$ cat src/rtl/tone_sequencer.sv
// Square-wave note player: accepts one note descriptor, plays it for len ticks,
// then holds silence for GAP_TICKS ticks before pulsing done.
module tone_sequencer #(
  parameter int TICK_DIV  = 40000,
  parameter int GAP_TICKS = 10
) (
  input  logic        clk,
  input  logic        rst,
  input  logic        note_valid,
  output logic        note_ready,
  input  logic [19:0] note_div,
  input  logic [15:0] note_len,
  input  logic [3:0]  note_vol,
  input  logic [1:0]  note_pan,
  output logic [15:0] au_in_left,
  output logic [15:0] au_in_right,
  output logic        busy,
  output logic        done
);

  localparam int              TW        = (TICK_DIV > 1) ? $clog2(TICK_DIV) : 1;
  localparam logic [TW-1:0]   TICK_LAST = TW'(TICK_DIV - 1);
  localparam logic [15:0]     GAP_LAST  = 16'(GAP_TICKS - 1);

  typedef enum logic [1:0] {IDLE, PLAY, GAP} state_t;

  state_t        state_q, state_d;
  logic [19:0]   hcnt_q, hcnt_d;
  logic [TW-1:0] tcnt_q, tcnt_d;
  logic [15:0]   mcnt_q, mcnt_d;
  logic          phase_q, phase_d;
  logic [19:0]   div_q, div_d;
  logic [15:0]   len_q, len_d;
  logic [3:0]    vol_q, vol_d;
  logic [1:0]    pan_q, pan_d;
  logic [15:0]   left_q, left_d;
  logic [15:0]   right_q, right_d;
  logic          done_q, done_d;
  logic          tick_wrap;
  logic [15:0]   sample;

  // Signed square-wave level for a phase; a rest (div==0) is silent.
  function automatic logic [15:0] level(input logic ph, input logic [3:0] vol,
                                        input logic [19:0] div);
    logic [15:0] a;
    a = {1'b0, vol, 11'b0};
    if (div == 20'd0) return 16'd0;
    return ph ? a : (~a + 16'd1);
  endfunction

  assign tick_wrap = (tcnt_q == TICK_LAST);

  always_comb begin
    state_d = state_q;
    hcnt_d  = hcnt_q;
    tcnt_d  = tcnt_q;
    mcnt_d  = mcnt_q;
    phase_d = phase_q;
    div_d   = div_q;
    len_d   = len_q;
    vol_d   = vol_q;
    pan_d   = pan_q;
    left_d  = 16'd0;
    right_d = 16'd0;
    done_d  = 1'b0;
    sample  = 16'd0;

    case (state_q)
      IDLE: begin
        if (note_valid) begin
          div_d   = note_div;
          len_d   = note_len;
          vol_d   = note_vol;
          pan_d   = note_pan;
          hcnt_d  = 20'd0;
          tcnt_d  = '0;
          mcnt_d  = 16'd0;
          phase_d = 1'b1;
          if (note_len == 16'd0) begin
            state_d = GAP;
          end else begin
            state_d = PLAY;
            sample  = level(1'b1, note_vol, note_div);
            left_d  = note_pan[1] ? 16'd0 : sample;
            right_d = note_pan[0] ? 16'd0 : sample;
          end
        end
      end

      PLAY: begin
        if (div_q != 20'd0) begin
          if (hcnt_q == div_q - 20'd1) begin
            hcnt_d  = 20'd0;
            phase_d = ~phase_q;
          end else begin
            hcnt_d  = hcnt_q + 20'd1;
          end
        end
        sample  = level(phase_d, vol_q, div_q);
        left_d  = pan_q[1] ? 16'd0 : sample;
        right_d = pan_q[0] ? 16'd0 : sample;
        if (tick_wrap) begin
          tcnt_d = '0;
          // Duration end wins over a coincident phase toggle: outputs go silent.
          if (mcnt_q == len_q - 16'd1) begin
            state_d = GAP;
            mcnt_d  = 16'd0;
            left_d  = 16'd0;
            right_d = 16'd0;
          end else begin
            mcnt_d  = mcnt_q + 16'd1;
          end
        end else begin
          tcnt_d = tcnt_q + 1'b1;
        end
      end

      GAP: begin
        if (GAP_TICKS == 0 || (tick_wrap && mcnt_q == GAP_LAST)) begin
          state_d = IDLE;
          done_d  = 1'b1;
          tcnt_d  = '0;
          mcnt_d  = 16'd0;
        end else if (tick_wrap) begin
          tcnt_d = '0;
          mcnt_d = mcnt_q + 16'd1;
        end else begin
          tcnt_d = tcnt_q + 1'b1;
        end
      end

      default: state_d = IDLE;
    endcase
  end

  always_ff @(posedge clk or posedge rst) begin
    if (rst) begin
      state_q <= IDLE;
      hcnt_q  <= 20'd0;
      tcnt_q  <= '0;
      mcnt_q  <= 16'd0;
      phase_q <= 1'b0;
      div_q   <= 20'd0;
      len_q   <= 16'd0;
      vol_q   <= 4'd0;
      pan_q   <= 2'd0;
      left_q  <= 16'd0;
      right_q <= 16'd0;
      done_q  <= 1'b0;
    end else begin
      state_q <= state_d;
      hcnt_q  <= hcnt_d;
      tcnt_q  <= tcnt_d;
      mcnt_q  <= mcnt_d;
      phase_q <= phase_d;
      div_q   <= div_d;
      len_q   <= len_d;
      vol_q   <= vol_d;
      pan_q   <= pan_d;
      left_q  <= left_d;
      right_q <= right_d;
      done_q  <= done_d;
    end
  end

  assign note_ready  = (state_q == IDLE);
  assign busy        = (state_q != IDLE);
  assign done        = done_q;
  assign au_in_left  = left_q;
  assign au_in_right = right_q;

endmodule

$ cat config.mk
export PLATFORM = sky130hd
export DESIGN_NAME = tone_sequencer
export DESIGN_NICKNAME = d
export VERILOG_FILES = /design/src/rtl/tone_sequencer.sv
export SDC_FILE = /design/constraint.sdc
export NUM_CORES = 1
export LEC_CHECK = 0
export ABC_AREA = 1
export CORE_UTILIZATION = 62
export DETAILED_ROUTE_END_ITERATION = 6
export MAX_ROUTING_LAYER = met4
export PLACE_DENSITY_LB_ADDON = 0.3
export SLEW_MARGIN = 10
export SYNTH_ARGS = -nofsm -noshare
export SYNTH_HDL_FRONTEND = slang
export SYNTH_SLANG_ARGS = --single-unit
$ cat constraint.sdc
create_clock -name clk -period 6.9 [get_ports clk]
set_input_delay 1.38 -clock clk [delete_from_list [all_inputs] [get_ports clk]]
set_output_delay 1.38 -clock clk [all_outputs]
set_load 0.05 [all_outputs]
# Word level (Yosys, flattened, before mapping)
# Index checks and enable logic that the tools add are counted.
# totals
register_bits,130
input_bits,45
out_inout_bits,35
wordCells,98
# op_classes
n_addsub,6
eq_ne,12
n_mux,51
n_bitwise,2
reduce_logical,15
# ops
cell,n
two-way mux 16 bit,24
one-hot mux 16 bit (3 select lines),2
one-hot mux 16 bit (2 select lines),2
two-way mux 20 bit,3
adder 16 x 1 -> 16 bit (second input constant),3
logical NOT 20 bit,2
one-hot mux 20 bit (2 select lines),1
adder 20 x 1 -> 20 bit (second input constant),1
equality test 20 bit,1
nonzero test 20 bit,1
subtractor 20 x 1 -> 20 bit (second input constant),1
equality test 16 bit,1
equality test 16 bit (second input constant),1
equality test 16 x 4 -> 1 bit (second input constant),1
logical NOT 16 bit,1
NOT 15 -> 16 bit,1
subtractor 16 x 1 -> 16 bit (second input constant),1
two-way mux 1 bit,12
two-way mux 2 bit,5
inequality test 2 bit (second input constant),5
AND reduction 4 bit,2
one-hot mux 2 bit (3 select lines),1
AND reduction 2 bit,3
nonzero test 2 bit,2
9 further kinds,9

# Longest topological paths before layout
# Gate-level depths: netlist (run 1).
# depth
ltp_word,11
ltp_mapped,18
mapped_depth_nobuf,18

# Worst setup path after synthesis (run 1)
# OpenSTA, ideal clock, no wires.
# synth_timing
path_type,input to register
from,input note_valid
to,register tcnt_q[15]
setup_time_ns,0.077
t_arrival_ns,2.701
setup_slack_ns,4.122
path_stages,8
cell_sequence,nor2_1 > nor2_1 > inv_1 > nor4_1 > nand3_1 > nor2_1 > o21ai_0 > a21oi_1
# synth_via
elab_chain_len,2
# synth_lines
element,line,source
from (decl),9,"input logic note_valid,"
inequality test 2 bit (no source line),--,
AND reduction 2 bit (no source line),--,
to (signal assigned),153,tcnt_q <= tcnt_d;
to (decl),29,"logic [TW-1:0] tcnt_q, tcnt_d;"
# Every way passes these cells.
# A chain may end at the register's enable or synchronous reset.

# Worst setup path in the final report (run 1)
# layout_timing
from,input note_valid
to,register hcnt_q[9]
# layout_via
elab_chain_len,2
# layout_lines
element,line,source
inequality test 2 bit (no source line),--,
AND reduction 3 bit (no source line),--,
to (signal assigned),152,hcnt_q <= hcnt_d;
to (decl),28,"logic [19:0] hcnt_q, hcnt_d;"
# Every way passes these cells.

==> impl_metrics.toml, run 1 <==
[route]
viasPerCell = 5.53
wirelength_mm = 17.0
ant_nets = 0
via_count = 6463
drt_iter0_drc = 474
drt-pass1-iter-count = 5
avgRoutedWirePerCell_um = 14.5
drc_errors = 0

[cts]
numCtsBuffers = 9
clk_path_buf_depth = 2
hold_buffers = 0
cts.clk_slew.worst_paths_ns = 0.08
htree_levels = 3
clock_latency_ns = 0.37
cts.sinks = 108
cts_tree = "done"
cts_resized = 0
cts_root_buffer = "clkbuf_16"
post-cts-setup-buffers = 0

[pwr]
cellLeakagePower_nw = 3.71
p_per_area_mw_per_mm2 = 354
vdd_drop_max_mv = 0.292

[yosys]
synth_mux_area_frac = 0
synthXorXnorAreaFrac = 0.0798
yosysTopAreaCell = "dfrtp_1"
synth_compound_area_frac = 0.0858
yosysUniqueCellTypes = 44
yosysTopAreaCellShare = 0.385
synth_top_family_by_area = "simple AND/OR/NAND/NOR gates"
synthTopCellsByArea = "dfrtp_1, nand2_1, inv_1"
synth_seq_area_share = 0.385
synthCells = 974
yosys_warnings = 0
syn_avg_cell_area_um2 = 7.21
synth_area_mm2 = 0.00703
synth_seq_cells = 108
synth-simple-area-share = 0.318
synthAdderAreaFrac = 0.0196

[critical_path]
arrival_ns = 4.13
critical_path.startpoint_type = "input pin"
cp_data_required_time_ns = 7.14
critical_path.max_fanout = 63
critPathKind = "in2reg"
cp-end-kind = "flop"

[global_routing]
busiest_layer = "met2"
grtUsageMet2 = 0.511
grt_pass1_vias = 6043
antenna_found_initial = 0
grt_pass1_wl_mm = 27.9
grt_start_max_net_pins = 71
use_met1 = 0.406
grt_use_met3 = 0.0603
grt_overflow = 0
grt_usage = 0.319

[timing]
whs_ns = 0.460
tightest_slew_ns = 0.970
finalSetupViolations = 0
hold_viol_final = 0
drv_slew = 0
relSlewSlack = 0.351
max_freq_ghz = 0.257
fin_crit_sh = 0.564
fin_setup_tns_ns = 0
clock_skew_ns = 0.0103
rsz0062_at_grt = "false"
period_minus_slack_ns = 3.89

[die]
pin_count = 80
die-area_mm2 = 0.0118
die_h_um = 108
core-area_mm2 = 0.0109
row_count = 38
die_w_um = 108
start_util = 0.642

[hold_path]
hp-class = "reg2reg"

[layout]
diodes = 0
syn2layout_area_growth_pct = 12.9
fin_cells = 1169
final_area_mm2 = 0.00794
final_nets = 1080
drive_above_1_share = 0.0573
final_core_util = 0.726

[placed_design]
dpl_cell_area_mm2 = 0.00762
routabilityCongestion = 0.974
portBuffers = 57
dp.cells = 1153
dpl.hpwl_mm = 12.6

[run_status]
outcome = "finished, final reports clean"

[job]
max_cap_viol_count = 0
[placed cells by master (no fill, tap or decap), types with 2 or more instances in the layout]
cell / Yosys / routed
nand2_1: 224 / 223
o22ai_1: 4 / 4
clkbuf_16: 0 / 9
o21ai_0: 55 / 55
a31oi_1: 5 / 5
nor2_1: 106 / 106
nor3_2: 2 / 2
xor2_1: 49 / 49
clkdlybuf4s50_1: 0 / 57
ha_1: 11 / 11
nand3_1: 70 / 70
xnor2_1: 15 / 15
inv_1: 137 / 136
o211ai_1: 2 / 2
nor4_2: 2 / 2
nor3_1: 23 / 23
o31ai_1: 2 / 2
inv_2: 5 / 5
conb_1: 1 / 22
a211oi_1: 3 / 3
o21ai_1: 2 / 2
nor2_2: 11 / 11
nand3_2: 2 / 2
dfrtp_1: 108 / 108
nor4_1: 13 / 13
nand2_2: 8 / 9
a21oi_1: 28 / 28
inv_8: 0 / 2
nand4_1: 29 / 29
or2_2: 4 / 4
[layout make-up]
| cell class | count | area, µm² |
|---|---|---|
| multi-input cells | 704 | 3620 |
| fillers | 909 | 3000 |
| flip-flops and latches | 108 | 2700 |
| repair buffers | 58 | 578 |
| inverters | 143 | 539 |
| clock buffers | 9 | 225 |
| well taps | 140 | 175 |
| clock inverters | 7 | 93.8 |
[layer usage]
metal,wire (µm),share of wire,vias up
met2,7910,0.47,252
met3,1120,0.066,41
met5,0,0,-
li1,-,-,3172
met4,388,0.023,0
met1,7570,0.45,2998
[synth_stat cells, drive strengths merged]
master and instances:
a211oi 3, a21boi 1, a21oi 29, a22o 1
a311oi 1, a31oi 5, buf 28, clkbuf 12
clkinv 1, conb 1, dfrtp 108, ha 11
inv 142, nand2 232, nand3 72, nand3b 1
nand4 30, nor2 119, nor3 25, nor3b 1
nor4 15, o211ai 2, o21a 1, o21ai 58
o21bai 1, o22ai 4, o31ai 2, or2 4
xnor2 15, xor2 49
[flip-flops by register name, summed over array words and instances, names as in the netlist]
| name | cells |
|---|---|
| au_in_left | 5 |
| au_in_right | 5 |
| div_q | 20 |
| done | 1 |
| hcnt_q | 20 |
| len_q | 16 |
| mcnt_q | 16 |
| pan_q | 2 |
| phase_q | 1 |
| state_q | 2 |
| tcnt_q | 16 |
| vol_q | 4 |
[power by group]
part / leakage [nW] / total [mW] / switching (mW) / internal [mW]
clock: 0.153 / 0.555 / 0.263 / 0.292
sequential: 1.42 / 0.953 / 0.169 / 0.784
combinational: 2.13 / 1.30 / 0.881 / 0.419
[logic make-up (layout without fill, tap and decap cells)]
kind of cell | Yosys count | count (layout)
and+or+nand+nor | 499 | 499
AOI/OAI and AO/OA | 108 | 108
buffers and inverters | 183 | 217
adders and majority gates | 11 | 11
other | 1 | 22
DFF | 108 | 108
xor gates and xnor gates | 64 | 64
[critical path: stages]
cell and delay, ns:
clkdlybuf4s50_1 0.50, nand2_2 0.54, o21ai_1 0.47, o21ai_2 0.23, inv_2 0.39, nand2_2 0.10, nor2_1 0.14, nand2_1 0.08
xor2_1 0.14, a21boi_2 0.15
[final timing paths]
path                             from          to  slack, ns  depth (start not counted)
setup / recovery           note_valid   hcnt_q[9]       3.01                         10
hold / removal             tcnt_q[15]  tcnt_q[15]       0.46                          1
setup reg to reg           state_q[0]   hcnt_q[9]       3.65                         11
hold reg to reg            tcnt_q[15]  tcnt_q[15]       0.46                          1
max in group asynchronous         rst   div_q[16]       4.24                          3
min in group asynchronous         rst  hcnt_q[11]       1.39                          2
[stage by stage]
step                      power [mW]  setup slack [ns]
after CTS                       2.80              3.04
after global routing            3.02              2.71
after floorplan                 1.94              2.67
after detailed placement        2.24              2.65
after global placement          2.20              2.69
final                           2.81              3.01
(Power assumes the default switching activity.)
==> run 2: changes to the inputs <==
--- a/config.mk
+++ b/config.mk
@@ -6,7 +6,7 @@
 export NUM_CORES = 1
 export LEC_CHECK = 0
 export ABC_AREA = 1
-export CORE_UTILIZATION = 62
+export CORE_UTILIZATION = 57
 export DETAILED_ROUTE_END_ITERATION = 6
 export MAX_ROUTING_LAYER = met4
 export PLACE_DENSITY_LB_ADDON = 0.3
==> constraint.sdc (replaced) <==
create_clock -name clk -period 4 [get_ports clk]
set_input_delay 0.8 -clock clk [delete_from_list [all_inputs] [get_ports clk]]
set_output_delay 0.8 -clock clk [all_outputs]
set_load 0.05 [all_outputs]
==> run 2 against run 1 <==
Via count shrank 2.8%. Highest routed layer unchanged. Register-to-register slack worse by 2.4 ns. Clock-buffer cell count stayed put.
==> impl_metrics.toml, run 2 (same netlist as run 1, synthesis figures left out) <==
[pwr]
cellLeakagePower_nw = 3.71
p_per_area_mw_per_mm2 = 604
vdd_drop_max_mv = 0.463
power_mw = 4.80

[critical_path]
cp-end-kind = "primary output"
critical_path.startpoint_type = "flop"
cp_data_required_time_ns = 3.20
critical-path-slowest-cell = "clkdlybuf4s50_1"
crit_top_cell = "inv_1"
cp_cell_sequence = "inv_1 > ha_1 > inv_1 > clkdlybuf4s50_1"
max_stage_delay_ns = 0.81
arrival_ns = 2.05
critical_path.max_fanout = 4
timing.critical_path.buf_inv = 3
cp_top_family = "buffers and inverters"
critPathKind = "reg2out"

[die]
die_w_um = 113
core-area_mm2 = 0.0120
pin_count = 80
die_h_um = 113
die-area_mm2 = 0.0128
start_util = 0.585
row_count = 40

[timing]
fin_ws_ns = 1.15
relSlewSlack = 0.539
hold_viol_final = 0
max_freq_ghz = 0.351
drv_slew = 0
tightest_slew_ns = 0.685
fin_setup_tns_ns = 0
period_minus_slack_ns = 2.85
clock_skew_ns = 0.00547
finalSetupViolations = 0
fin_crit_sh = 0.713
rsz0062_at_grt = "false"

[layout]
syn2layout_area_growth_pct = 13.1
final_cell_mix = "nand2_1, inv_1, dfrtp_1, nor2_1, nand3_1"
diodes = 0
drive_above_1_share = 0.0592
reg_top3 = "div_q x20, hcnt_q x20"
final_common_cell = "nand2_1"
fillCellCount = 1041
final_core_util = 0.661
final_nets = 1084

[cts]
post-cts-setup-buffers = 0
clk_path_buf_depth = 2
cts_root_buffer = "clkbuf_16"
hold_buffers = 0
cts.clk_slew.worst_paths_ns = 0.07
cts.sinks = 108
numCtsBuffers = 9
clock_latency_ns = 0.36
htree_levels = 3
cts_tree = "done"
cts_resized = 0

[route]
viasPerCell = 5.33
via_count = 6283
drt_iter0_drc = 469
drc_errors = 0
drt-pass1-iter-count = 5
ant_nets = 0
avgRoutedWirePerCell_um = 14.2
wirelength_mm = 16.8

[global_routing]
antenna_found_initial = 0
grt_pass1_wl_mm = 27.9
grt_overflow = 0
grt_usage = 0.284
grt_start_max_net_pins = 63
grt_pass1_vias = 5866

[placed_design]
dpl.hpwl_mm = 12.9
routabilityCongestion = 0.971
post-place-ws_ns = 0.976
portBuffers = 57

[hold_path]
hp-class = "reg2reg"

[run_status]
outcome = "finished, final reports clean"

[job]
max_cap_viol_count = 0
-- run 2: worst paths after layout --
kind | slack [ns] | to | cells after the start | start
min in group asynchronous | 0.91 | vol_q[0] | 2 | rst
min | 0.48 | tcnt_q[15] | 1 | tcnt_q[15]
max | 1.15 | busy | 4 | state_q[0]
max reg2reg | 1.28 | hcnt_q[2] | 11 | div_q[0]
max in group asynchronous | 2.28 | mcnt_q[5] | 3 | rst
min reg2reg | 0.48 | tcnt_q[15] | 1 | tcnt_q[15]
-- run 2: layout make-up --
type                    count  area [µm²]  share of cell area
multi-input cells         704        3620               0.456
flip-flops and latches    108        2700               0.340
repair buffers             62         608              0.0766
inverters                 143         539              0.0679
clock buffers               9         225              0.0284
well taps                 147         184              0.0232
clock inverters             5        62.6             0.00788
-- run 2: power by group --
part           total (mW)  leakage [nW]  switching, mW  internal (mW)
logic                2.26          2.15           1.52          0.741
registers            1.64          1.42          0.289           1.35
clock network       0.894         0.140          0.410          0.484
-- run 2: stage by stage --
stage          cells  hold slack [ns]  cell area (µm²)
3_3_place_gp    1164            0.469             7650
6_report        1178            0.479             7940
2_1_floorplan    995            0.433             7100
5_1_grt         1178            0.511             7940
4_1_cts         1178            0.478             7940
3_5_place_dp    1164            0.467             7650
-- run 2: layer usage --
| metal | global-route usage | wire, µm |
|---|---|---|
| met1 | 0.379 | 7780 |
| met2 | 0.447 | 7650 |
| met3 | 0.0600 | 1080 |
| met4 | 0.0658 | 263 |
| met5 | - | 0 |
